--- config.mk ---
export PLATFORM = sky130hd
export DESIGN_NAME = sound_latch_irq
export DESIGN_NICKNAME = d
export VERILOG_FILES = /design/src/rtl/sound_latch_irq.sv
export SDC_FILE = /design/constraint.sdc
export NUM_CORES = 1
export LEC_CHECK = 0
export ABC_AREA = 0
export CAP_MARGIN = 20
export CORE_MARGIN = 4
export CORE_UTILIZATION = 43
export CTS_CLUSTER_SIZE = 40
export DETAILED_ROUTE_END_ITERATION = 8
export GPL_TIMING_DRIVEN = 0
export PLACE_DENSITY = 0.82
export SLEW_MARGIN = 20
export SYNTH_ARGS = -nofsm -noshare
export SYNTH_HDL_FRONTEND = slang
export SYNTH_SLANG_ARGS = --single-unit
--- constraint.sdc ---
create_clock -name clk_sys -period 1.5 [get_ports clk_sys]
set_input_delay 0.3 -clock clk_sys [delete_from_list [all_inputs] [get_ports clk_sys]]
set_output_delay 0.3 -clock clk_sys [all_outputs]
set_load 0.02 [all_outputs]
--- src/rtl/sound_latch_irq.sv ---
// 68K-to-Z80 sound command latch with full flag, plus the Z80 periodic maskable interrupt.
// One clk_sys from strobe edge to latch/flag update; no backpressure, one capture per bus cycle.
module sound_latch_irq #(
  parameter int IRQ_DIV = 512,
  parameter int CNT_W   = 10
) (
  input  logic        clk_sys,
  input  logic        reset_n,
  input  logic        z80_cen,
  input  logic [15:0] m68k_din,
  input  logic        m68k_rw,
  input  logic        m68k_lds_n,
  input  logic        sound_latch_cs,
  input  logic        z80_rd_n,
  input  logic        z80_wr_n,
  input  logic        z80_latch_r_cs,
  input  logic        z80_latch_clr_cs,
  input  logic        M1_n,
  input  logic        IORQ_n,
  input  logic        irq_en,
  output logic [7:0]  latch_dout,
  output logic        latch_full,
  output logic        z80_int_n
);

  localparam logic [CNT_W-1:0] CNT_LAST = CNT_W'(IRQ_DIV - 1);

  logic wr_req, rd_req, clr_req, ack;
  logic wr_req_q, rd_req_q, clr_req_q, ack_q;
  logic armed;
  logic wr_edge, rd_edge, clr_edge, ack_edge;
  logic [CNT_W-1:0] cnt;
  logic count_en, expire;
  logic unused_din_hi;

  assign wr_req  = sound_latch_cs & ~m68k_rw & ~m68k_lds_n;
  assign rd_req  = z80_latch_r_cs & ~z80_rd_n;
  assign clr_req = z80_latch_clr_cs & ~z80_wr_n;
  assign ack     = ~M1_n & ~IORQ_n;

  // armed stays low for the first clock after reset so a strobe held across
  // release only reloads the edge registers instead of firing an event.
  assign wr_edge  = armed & wr_req & ~wr_req_q;
  assign rd_edge  = armed & rd_req & ~rd_req_q;
  assign clr_edge = armed & clr_req & ~clr_req_q;
  assign ack_edge = armed & ack & ~ack_q;

  assign count_en = z80_cen & irq_en;
  assign expire   = count_en & (cnt == CNT_LAST);

  assign unused_din_hi = ^m68k_din[15:8];

  always_ff @(posedge clk_sys or negedge reset_n) begin
    if (!reset_n) begin
      wr_req_q  <= 1'b0;
      rd_req_q  <= 1'b0;
      clr_req_q <= 1'b0;
      ack_q     <= 1'b0;
      armed     <= 1'b0;
    end else begin
      wr_req_q  <= wr_req;
      rd_req_q  <= rd_req;
      clr_req_q <= clr_req;
      ack_q     <= ack;
      armed     <= 1'b1;
    end
  end

  // Priority: 68K write over clear over read.
  always_ff @(posedge clk_sys or negedge reset_n) begin
    if (!reset_n) begin
      latch_dout <= 8'h00;
      latch_full <= 1'b0;
    end else if (wr_edge) begin
      latch_dout <= m68k_din[7:0];
      latch_full <= 1'b1;
    end else if (clr_edge) begin
      latch_dout <= 8'h00;
      latch_full <= 1'b0;
    end else if (rd_edge) begin
      latch_full <= 1'b0;
    end
  end

  always_ff @(posedge clk_sys or negedge reset_n) begin
    if (!reset_n) begin
      cnt <= '0;
    end else if (count_en) begin
      cnt <= expire ? '0 : cnt + 1'b1;
    end
  end

  // An expiry beats a same-edge acknowledge; a pending interrupt is never queued twice.
  always_ff @(posedge clk_sys or negedge reset_n) begin
    if (!reset_n) begin
      z80_int_n <= 1'b1;
    end else if (expire) begin
      z80_int_n <= 1'b0;
    end else if (ack_edge) begin
      z80_int_n <= 1'b1;
    end
  end

endmodule

==> flow_metrics.py <==
metrics = {
    "outcome": {
        "status": "finished clean",
    },
    "sta": {
        "max-slew-margin-rel_pct": 63.7,
        "min_period_ns": 1.41,
        "worst_hold_slack_ns": 0.481,
        "post-route-period-util_pct": 94.3,
        "hold_viol": 0,
        "setup_slack_ns": 0.0850,
        "maxSlewViolCount": 0,
        "worst_pin_slew_ns": 0.544,
        "finalSetupViolCount": 0,
        "rsz0062_at_grt": "no",
        "clock_skew_ns": 0.00961,
        "max_freq_ghz": 0.707,
    },
    "synth": {
        "synth_fp_nets": 132,
        "async_reset_ff_share_pct": 100,
        "yosys.area.top_type": "dfrtp_1",
        "synth_edf_count": 0,
        "yosysWarnings": 0,
        "syn_area_um2": 1090,
        "synth.top_cell.area_share_pct": 55.2,
        "ys_seq_area_share_pct": 57.6,
        "synth_area_per_cell_um2": 10.7,
        "synthCells": 102,
        "synth_most_common_cell": "dfrtp_1",
        "ys_ff_latch": 25,
        "dominantRegCellSynth": "dfrtp_1",
        "synth.top_cells.by_area": "dfrtp_1 55%, nand3_1 5.5%, o21ai_0 4.6%",
        "synth_common_cells": "24 x dfrtp_1, 12 x nand3_1, 10 x inv_1, 10 x o21ai_0, 7 x nand2_1",
        "yosysUniqueCellTypes": 33,
    },
    "setup_path": {
        "critical_path_buf_inv_count": 1,
        "end_kind": "flip-flop",
        "reg2reg_depth": 5,
        "path_delay_family": "buffers and inverters",
        "crit_fanout": 5,
        "start_kind": "primary input",
        "r2r-end": "cnt[7]$_DFFE_PN0P_",
        "path_class": "primary input to flip-flop",
        "r2r_start": "cnt[0]$_DFFE_PN0P_",
        "worst_path_largest_cell_delay_ns": 0.56,
        "cp.required_ns": 1.70,
        "critPathSlowestCell": "clkdlybuf4s50_1",
        "r2r_slack_ns": 0.10,
        "critical_path.cell_chain": "clkdlybuf4s50_1 > nand2_1 > nor2_4 > a21oi_1 > a211o_1",
        "worst_ep_arrival_time_ns": 1.62,
    },
    "min_path": {
        "hold_path_class": "primary input to async pin",
    },
    "route": {
        "drtAntennaViolNets": 0,
        "wirelength_mm": 2.25,
        "avgViaCountPerCell": 5.17,
        "drt_first_pass_iters": 4,
        "drt_iter0_drc": 17,
        "drc_errors": 0,
        "wl_per_cell_um": 13.5,
        "vias": 863,
    },
    "clock_network": {
        "cts_root_buffer": "clkbuf_4",
        "cts_tree": "yes",
        "cts.clk_slew.worst_paths_ns": 0.13,
        "cts_buffers": 3,
        "htreeDepth": 1,
        "clock_sinks": 25,
        "clock_path_buffers": 2,
        "insertion_delay_ns": 0.31,
    },
    "power_and_ir_drop": {
        "power.total_w": 0.00151,
        "p_leak_nw": 0.733,
        "power_density_nw_per_um2": 1020,
        "peakVddDrop_mv": 0.748,
    },
    "placed_design": {
        "io_buffers": 30,
        "dp_hpwl_mm": 1.69,
        "gp_congestion": 0.663,
        "dp_slack_ns": -0.253,
    },
    "die": {
        "core-area_um2": 2320,
        "num_rows": 17,
        "die_area_um2": 3400,
        "die_h_um": 58.3,
        "die_w_um": 58.3,
        "initial_utilization_pct": 47.0,
        "io_pins": 39,
    },
    "finish": {
        "layout.nets": 170,
        "drive_above_1_share_pct": 13.7,
        "layout-area-overhead-vs-synth_pct": 36.8,
        "seqCellArea_um2": 627,
        "diodes": 0,
        "nFillCells": 184,
        "multi_input_area_um2": 454,
    },
    "global_routing": {
        "grt_first_pass_wirelength_mm": 3.83,
        "grt_overflow": 0,
        "grt_pass1_vias": 887,
        "antenna_found_initial": 0,
        "grtUsageTotal_pct": 14.3,
        "grt_max_degree": 26,
    },
    "run": {
        "cap_violations": 0,
    },
}
==> report_power, final <==
group | leakage (nW) | internal (W) | switching [W]
Sequential | 0.322 | 0.000771 | 0.000101
Combinational | 0.396 | 0.000185 | 0.000165
Clock | 0.0150 | 0.000104 | 0.000188
==> state kept, by name, summed over array words and instances, names as in the netlist <==
register / cells
armed: 1
rd_req_q: 1
z80_int_n: 1
clr_req_q: 1
ack_q: 1
latch_dout: 8
wr_req_q: 1
cnt: 10
latch_full: 1
==> per-stage QoR <==
stage / TNS, ns / area, µm² / std cells / utilization [%]
after floorplan: 0 / 1090 / 102 / -
after global placement: -4.68 / 1420 / 160 / 61.4
after detailed placement: -6.23 / 1420 / 160 / 61.4
after CTS: 0 / 1450 / 165 / 62.4
after global routing: 0 / 1490 / 167 / 64.2
final: 0 / 1490 / 167 / 64.2
==> layer usage <==
metal	track usage, %	up-vias	part of all wire (%)
met2	24.1	26	51
li1	-	417	-
met3	2.85	2	5.3
met1	18.1	418	43
met5	0	-	0
met4	4.97	0	0.71
==> how the worst max path moves through the flow <==
stage / start / to / slack [ns] / cells past startpoint
detailed placement: z80_cen / cnt[0]$_DFFE_PN0P_ / -0.25 / 5
global route: irq_en / cnt[9]$_DFFE_PN0P_ / 0.01 / 5
floorplan: cnt[0]$_DFFE_PN0P_ / cnt[0]$_DFFE_PN0P_ / 0.13 / 5
global placement: z80_cen / cnt[0]$_DFFE_PN0P_ / -0.22 / 5
CTS: cnt[1]$_DFFE_PN0P_ / cnt[7]$_DFFE_PN0P_ / 0.01 / 5
finish: z80_cen / cnt[7]$_DFFE_PN0P_ / 0.09 / 5
==> what timing repair did <==
action                                  CTS  global route
cloned                                    0             0
hold endpoints to repair                  0            24
pin swaps                                 1             0
hold buffers                              0             1
resized for setup                        11             7
buffers inserted                          1             1
endpoints found under the setup margin   12             5
==> layout make-up <==
type                            instances  area share [%]
Timing Repair Buffer                   33            20.4
Clock buffer                            4            1.76
Inverter                               10            2.52
Tap cell                               28            2.35
Multi-Input combinational cell         66            30.5
Sequential cell                        25            42.1
Buffer                                  1           0.336
==> cell families (layout without fill, tap and decap cells) <==
logic type      count (synthesis)  after routing  synth area share [%]
fa+ha+maj                       1              1                  1.15
compound gates                 16             16                  8.62
buf+inv                        11             48                  3.91
simple gates                   43             43                  24.4
other cells                     1              1                 0.344
flops                          25             25                  57.6
xor+xnor                        5              5                  4.02
==> layout by cell type, fill, tap and decap left out, types with 2 or more instances in the layout <==
cell / Yosys / layout
and2_1: 2 / 2
buf_2: 1 / 2
buf_4: 0 / 2
clkbuf_4: 0 / 3
clkdlybuf4s50_1: 0 / 19
dfrtp_1: 24 / 24
dlygate4sd2_1: 0 / 9
inv_1: 10 / 10
nand2_1: 7 / 7
nand3_1: 12 / 12
nand3b_1: 2 / 2
nor2_1: 5 / 5
nor2b_1: 2 / 2
o21ai_0: 10 / 10
xnor2_1: 4 / 4
Power figures use the tool's default switching activity.
